===== src/rtl/hexview_pkg.sv =====
// hexview_pkg: shared 4x7 hex font and default colours for the hex digit viewer.
package hexview_pkg;
   localparam logic [11:0] FG_DEF = 12'h00f;
   localparam logic [11:0] BG_DEF = 12'hfff;
   localparam logic [11:0] HL_DEF = 12'hf00;
   // one nibble per glyph row, row 0 in the top nibble, column 0 = nibble MSB
   localparam logic [27:0] FONT [16] = '{
      28'hF99999F, 28'h1111111, 28'hF11F88F, 28'hF11F11F,
      28'h999F111, 28'hF88F11F, 28'hF88F99F, 28'hF111111,
      28'hF99F99F, 28'hF99F11F, 28'h00E1797, 28'h88E999E,
      28'h0078887, 28'h1179997, 28'h0069F87, 28'h344E444
   };
   function automatic logic [3:0] glyph_row(input logic [3:0] nib, input logic [2:0] row);
      logic [27:0] g;
      g = FONT[nib];
      return row > 3'd6 ? 4'd0 : g[5'd24 - {row, 2'b00} +: 4];
   endfunction
endpackage


===== src/rtl/hex_font_rom.sv =====
// hex_font_rom: combinational glyph lookup, nibble and row -> 4 row bits.
module hex_font_rom import hexview_pkg::*; (
   input  logic [3:0] nibble,
   input  logic [2:0] row,
   output logic [3:0] bits
);
   assign bits = glyph_row(nibble, row);
endmodule


===== src/rtl/page_hexview.sv =====
// page_hexview: editable row of hex digits rendered onto a VGA raster.
// Buttons step individual nibbles on release; pixels come out two clocks after x/y.
module page_hexview import hexview_pkg::*; #(
   parameter int          DIGITS = 16,
   parameter int          SCALE  = 8,
   parameter int          X0     = 0,
   parameter int          Y0     = 120,
   parameter logic [63:0] INIT   = 64'h1145141919810893,
   parameter logic [11:0] FG     = FG_DEF,
   parameter logic [11:0] BG     = BG_DEF,
   parameter logic [11:0] HL     = HL_DEF
) (
   input  logic                  vga_clk,
   input  logic                  vga_rst,
   input  logic [9:0]            x_pos,
   input  logic [9:0]            y_pos,
   input  logic [DIGITS-1:0]     btns,
   input  logic                  mode_dec,
   input  logic                  load,
   input  logic [4*DIGITS-1:0]   load_val,
   output logic [4*DIGITS-1:0]   value,
   output logic [11:0]           pixel_data
);
   localparam int W  = 4*DIGITS;
   localparam int CW = 5*SCALE;
   localparam int SH = $clog2(SCALE);
   logic [DIGITS-1:0] s1_q, s1_d, s2_q, s2_d, s3_q, s3_d, rel;
   logic [W-1:0]      value_q, value_d;
   logic              in_q, in_d;
   logic [3:0]        dig_q, dig_d, idx, nib, bits;
   logic [2:0]        row_q, row_d;
   logic [1:0]        col_q, col_d;
   logic [11:0]       pix_q, pix_d;
   logic              hl;
   int                xr, yr, off;

   always_comb begin
      s1_d = btns;
      s2_d = s1_q;
      s3_d = s2_q;
      rel = s3_q & ~s2_q;
      value_d = value_q;
      for (int j = 0; j < DIGITS; j++)
         if (rel[j]) value_d[4*j +: 4] = mode_dec ? value_q[4*j +: 4] - 4'd1 : value_q[4*j +: 4] + 4'd1;
      if (load) value_d = load_val;
   end

   // stage 1: locate the pixel inside the digit row by constant division
   always_comb begin
      xr = int'(x_pos) - X0;
      yr = int'(y_pos) - Y0;
      off = xr % CW;
      dig_d = 4'(xr / CW);
      row_d = 3'(yr >>> SH);
      col_d = 2'((off - SCALE/2) >>> SH);
      in_d = xr >= 0 && xr < DIGITS*CW && yr >= 0 && yr < 7*SCALE &&
             off >= SCALE/2 && off < SCALE/2 + 4*SCALE;
   end

   // stage 2: digit i shows the nibble counted from the top, edited by button DIGITS-1-i
   always_comb begin
      idx = 4'(DIGITS-1) - dig_q;
      nib = value_q[{idx, 2'b00} +: 4];
      hl = s2_q[idx];
      pix_d = in_q && bits[~col_q] ? (hl ? HL : FG) : BG;
   end

   hex_font_rom u_rom (.nibble(nib), .row(row_q), .bits(bits));

   always_ff @(posedge vga_clk or posedge vga_rst)
      if (vga_rst) begin
         s1_q <= '0;
         s2_q <= '0;
         s3_q <= '0;
         value_q <= INIT[W-1:0];
         in_q <= 1'b0;
         dig_q <= '0;
         row_q <= '0;
         col_q <= '0;
         pix_q <= '0;
      end else begin
         s1_q <= s1_d;
         s2_q <= s2_d;
         s3_q <= s3_d;
         value_q <= value_d;
         in_q <= in_d;
         dig_q <= dig_d;
         row_q <= row_d;
         col_q <= col_d;
         pix_q <= pix_d;
      end

   assign value = value_q;
   assign pixel_data = pix_q;
endmodule

===== config.mk =====
export PLATFORM = sky130hd
export DESIGN_NAME = page_hexview
export DESIGN_NICKNAME = d
export VERILOG_FILES = /design/src/rtl/hexview_pkg.sv /design/src/rtl/hex_font_rom.sv /design/src/rtl/page_hexview.sv
export SDC_FILE = /design/constraint.sdc
export NUM_CORES = 1
export LEC_CHECK = 0
export BUFFER_PORTS_ARGS = -buffer_cell sky130_fd_sc_hd__buf_4
export CORE_AREA = 5 5 125 127
export DETAILED_ROUTE_END_ITERATION = 10
export DIE_AREA = 0 0 130 132
export GPL_TIMING_DRIVEN = 1
export PLACE_DENSITY = 0.86
export SYNTH_ARGS = -nofsm -noshare
export SYNTH_HDL_FRONTEND = slang
export SYNTH_HIERARCHICAL = 1
export SYNTH_SLANG_ARGS = --single-unit

===== constraint.sdc =====
create_clock -name vga_clk -period 13 [get_ports vga_clk]
set_input_delay 1.3 -clock vga_clk [delete_from_list [all_inputs] [get_ports vga_clk]]
set_output_delay 1.3 -clock vga_clk [all_outputs]
set_load 0.02 [all_outputs]

-- After elaboration in Yosys (flattened, before gate mapping)
Memories as Yosys holds them, arrays and structs flattened.
Cells that the tools add are included.
- $add $sub $neg: 36
- div/mod/pow operators: 2
- $lt $le $gt $ge: 10
- shift operators: 2
- muxes and demuxes: 42
- bitwise operators: 4
- reductions and logical operators: 22
- operators by type and width (cell ; number):
    2-to-1 mux 4 bit ; 33
    adder 4 x 1 -> 4 bit (second input constant) ; 16
    2-to-1 mux 64 bit ; 1
    indexed part select 64 x 7 -> 4 bit ; 1
    subtractor 4 x 1 -> 4 bit (second input constant) ; 16
    2-to-1 mux 28 bit ; 2
    divider 11 x 7 -> 32 bit (second input constant) ; 1
    greater-or-equal comparator 32 x 4 -> 1 bit (second input constant) ; 1
    < comparator 32 x 7 -> 1 bit (second input constant) ; 1
    remainder unit 11 x 7 -> 32 bit (second input constant) ; 1
    nonzero test 2 bit ; 16
    indexed part select 28 x 6 -> 4 bit ; 1
    2-to-1 mux 12 bit ; 2
    AND 16 bit ; 1
    inverter 16 bit ; 1
    greater-or-equal comparator 11 x 1 -> 1 bit (second input constant) ; 1
    < comparator 11 x 7 -> 1 bit (second input constant) ; 1
    subtractor 10 x 7 -> 11 bit (second input constant) ; 1
    greater-or-equal comparator 10 x 1 -> 1 bit (second input constant) ; 1
    < comparator 10 bit (second input constant) ; 1
    logical AND 1 bit ; 6
    greater-or-equal comparator 5 bit (second input constant) ; 1
    < comparator 4 x 5 -> 1 bit (second input constant) ; 1
    inverter 4 -> 5 bit ; 1
    other kinds (9) ; 10
- flip-flop bits (word level): 134
- bits in read-only memories: 448
- input port bits: 104
- output and inout port bits: 76
- word-level logic and storage cells: 143
- memories kept: 1
- memories (name ; depth ; width ; rd ports ; clocked after Yosys merged registers in ; write ports ; line ; text):
    (name not given) ; 16 ; 28 ; 1 ; 0 ; 0 ; hexview_pkg.sv:15 ; g = FONT[nib];

-- Longest topological paths before layout
- depth in word-level cells: 12
- depth in mapped cells: 20
- gate-level depth less buffers: 19

-- By module
Netlist, hierarchy kept.
- by module, submodules not included (module ; instances ; cells an instance ; area each (sq um) ; sequential area each (sq um)):
    page_hexview ; 1 ; 747 ; 7689.9 ; 3153.0
    hex_font_rom ; 1 ; 97 ; 714.4 ; 0.0

-- Least setup slack after synthesis
No wires, ideal clock.
- path kind: input to register
- from: in x_pos[8]
- to: reg in_q
- library setup time: 0.125 ns
- data arrival time: 4.670 ns
- required time: 12.875 ns
- path slack: 8.205 ns
- stages: 17
- buffers on the path: 1
- path through: nor2_2 -> inv_2 -> ha_1 -> nand2b_1 -> o21ai_1 -> and2_4 -> buf_8 -> o211a_1 -> or4_1 -> a21oi_2 -> o311ai_1 -> a21o_1 -> a21o_1 -> xnor2_1 -> ha_1 -> and4_4 -> mux2_4
- cells in the longest elaborated chain, start to end: 6
- elaborated cells on any way between the ends: 10
- classes of those cells: div: 1; order compare: 4; reduce/logical: 5
- ends and longest elaborated chain (element ; line ; text):
    from (decl) ; page_hexview.sv:15 ; input logic [9:0] x_pos,
    branches (longest 5 deep; another with remainder unit 11 x 7 -> 32 bit) ; n/a ;
    logical AND 1 bit * ; page_hexview.sv:57 ; off >= SCALE/2 && off < SCALE/2 + 4*SCALE;
    net in_d ; page_hexview.sv:29 ; logic in_q, in_d;
    to (signal assigned) ; page_hexview.sv:86 ; in_q <= in_d;
    to (decl) ; page_hexview.sv:29 ;
Mark *: on every way through the listed nets, which the timed path passes.
A chain may end at the register's enable or synchronous reset.

-- Worst setup path in the final report
Same ends and word-level chain as after synthesis.

==> metrics.md <==
| Metric | Value |
|---|---|
| Status | finished clean |
| Worst slack at placement | 7460 ps |
| Initial Util | 0.587 |
| Max Slew Vio Count | 0 |
| Clk Latency, worst-skew pair | 420 ps |
| Req. time, crit path | 13300 ps |
| Setup crit start kind | primary input |
| # hold bufs at CTS | 0 |
| Hold Crit Depth | 0 |
| Synth Register Bits | 125 |
| Most common cell in the synthesized netlist | dfrtp_1 |
| Reg2reg end | pixel_data[10]$_DFF_PP0_ |
| Critical path capture point type | flip-flop |
| GRT Total Usage | 0.269 |
| Height of the die | 132 um |
| Initial antenna violation count | 0 |
| Synthesis Warnings | 6 |
| Post_cts resized | 0 |
| Core area | 14300 sq um |
| Share of layout cells above drive strength 1 | 0.288 |
| Hold Crit Class | flip-flop to flip-flop |
| Crit path arrival time | 5410 ps |
| Vias in the first global route | 7009 |
| RSZ-0062 raised after global routing | false |
| Synth top area cells | dfrtp_1 (31%), ha_1 (7.0%), mux4_2 (7.0%), dfstp_2 (6.3%), xnor2_1 (5.4%) |
| Max-cap check violation count | 0 |
| Total grt overflow | 0 |
| Via count | 6942 |
| Crit path max-delay family | compound AO/OA/AOI/OAI gates |
| DRT Pass-1 Iters | 8 |
| Post-Synthesis Cells | 844 |
| Post-synth EDFFs | 0 |
| CP Cell Sequence | buf_4 > nor2_2 > inv_2 > ha_1 > nor2b_1 > mux2i_2 > a221oi_4 > a221oi_2 > o31ai_2 > a21oi_2 > o311ai_1 > a21o_1 > a21o_1 > xnor2_1 > ha_1 > and4_4 > mux2_4 |
| Post-synthesis sequential area ratio | 0.375 |
| Pin count of the biggest net entering global routing | 129 |
| Max-slew headroom | 0.284 |
| Setup slack after layout | 7890 ps |
| Vias per inst | 5.82 |
| Num CTS Buffers | 17 |
| Io pins | 180 |
| Fmax | 196 MHz |
| Die ar. | 17200 sq um |
| Final worst path period share | 0.393 |
| Register-to-register setup slack | 8670 ps |
| Std-Cell Rows | 44 |
| WS Path Type | primary input to flip-flop |
| Port Buffer Count | 176 |
| Reg2reg start | dig_q[1]$_DFF_PP0_ |
| Reg2Reg Depth | 10 |
| Largest stage delay, worst path | 470 ps |
| Min-Delay Startpoint | s1_q[4]$_DFF_PP0_ |
| Synthesized area per cell | 9.96 sq um |
| Initial DRC Count | 676 |
| Root buffer cell | clkbuf_16 |
| ANT nets after route | 0 |
| Total Power | 1.49 mW |
| Routed wire length | 22300 um |
| Clk sinks | 125 |
| Layout Area Growth over Synthesis | 22.7% |
| Detailed-route wire length per cell | 18.7 um |
| NumNets Final | 1162 |
| CTS tree | done |
| Hold EP | s2_q[4]$_DFF_PP0_ |
| CTS H-tree depth | 4 |
| # Post-CTS Setup Buffers | 0 |
| Final min period | 5110 ps |
| Cells after DPL | 1160 |
| Clk slew on worst S/H paths | 60 ps |
| DRC viols | 0 |
| CP Max Fanout | 12 |
| Share of the synthesized area in the top cell type | 0.313 |
| Peak supply drop | 0.102 mV |
| Critical path buffer and inverter count | 2 |
| Setup TNS | 0 ps |
| Dpl hpwl | 15800 um |
| Clock Path Buffers | 2 |
| Power density over the cells | 145 nW/um^2 |
| Post-synth ARST share | 1.00 |
| Top cells by count, synth | dfrtp_1 (105), nand2_1 (84), o21ai_0 (77) |
| GPL Wtd Cong | 0.894 |
| Leak | 4.70 nW |
| Area leader, netlist | dfrtp_1 |
| Die Width | 130 um |
| First-pass GRT wire length | 36300 um |
| Pin slew with the least headroom to its limit | 1070 ps |
| Fin area | 10300 sq um |
| Placed Area | 9690 sq um |
| Post-synth net total | 1011 |
| # diodes | 0 |
| Dominant synthesized flop cell | dfrtp_1 |
| Hold Fails Final Rpt | 0 |
| Fin cells | 1192 |
| Slowest CP cell | a221oi_4 |
| Final Setup Violations | 0 |
| Final setup skew | 9.85 ps |
| Count of cell types in the netlist | 85 |
| Synthesized area | 8400 sq um |
-- per-stage QoR --
step                utilization  hold WS (ps)
floorplan                     -           331
global placement          0.677           332
detailed placement        0.677           335
CTS                       0.721           348
global route              0.721           355
finish                    0.721           346
-- final cells by class --
type                    count  area (sq um)
clock buffers              18           439
flip-flops and latches    125          3150
repair buffers            178          1340
multi-input cells         616          4760
inverters                  57           216
clock inverters            14           180
fillers                  1022          4000
well taps                 184           230
-- registers in the layout (all words and copies together), names as in the netlist --
signal      cells
value          64
col_q           2
row_q           3
s1_q           16
s3_q           16
pixel_data      3
dig_q           4
in_q            1
s2_q           16
-- worst max path at each step --
| stage | from | endpoint | cells past startpoint |
|---|---|---|---|
| floorplan | x_pos[8] | in_q$_DFF_PP0_ | 17 |
| global placement | x_pos[8] | in_q$_DFF_PP0_ | 17 |
| detailed placement | x_pos[8] | in_q$_DFF_PP0_ | 17 |
| CTS | x_pos[8] | in_q$_DFF_PP0_ | 17 |
| global route | x_pos[8] | in_q$_DFF_PP0_ | 17 |
| finish | x_pos[8] | in_q$_DFF_PP0_ | 17 |
-- report_power, final --
| group | total [mW] | switching (mW) | internal (mW) |
|---|---|---|---|
| combinational | 0.514 | 0.283 | 0.231 |
| clock | 0.498 | 0.188 | 0.311 |
| sequential | 0.480 | 0.0470 | 0.433 |
-- cells by family (layout without fill, tap and decap cells) --
kind of cell             Yosys count  after routing  share of synthesized area
AO/OA/AOI/OAI                    228            228                      0.178
AND/OR/NAND/NOR                  218            218                      0.123
flip-flops                       125            125                      0.375
buffers and inverters            103            267                     0.0587
XOR/XNOR                          73             73                     0.0761
adder cells (fa/ha/maj)           65             65                      0.110
multiplexers                      32             32                     0.0783
-- placed cells by master, fill, tap and decap left out, drive strengths merged, types with 7 or more instances in the layout --
| master | instances |
|---|---|
| ha | 47 |
| nand2 | 84 |
| a211oi | 9 |
| o21ai | 80 |
| o211ai | 7 |
| nand3 | 8 |
| dfrtp | 105 |
| mux4 | 26 |
| inv | 63 |
| dfstp | 20 |
| clkbuf | 18 |
| nand2b | 24 |
| xnor2 | 52 |
| nor3 | 7 |
| nor2 | 61 |
| buf | 178 |
| fa | 16 |
| xor2 | 21 |
| a21o | 19 |
| a21oi | 64 |
-- per-layer routing --
layer,track usage,share of wire,vias to the layer above
met4,0.111,0.038,0
li1,-,-,3273
met1,0.357,0.41,3355
met5,0,0,-
met3,0.0673,0.074,45
met2,0.420,0.48,269
Note: power is estimated with default switching activity, not from simulation.
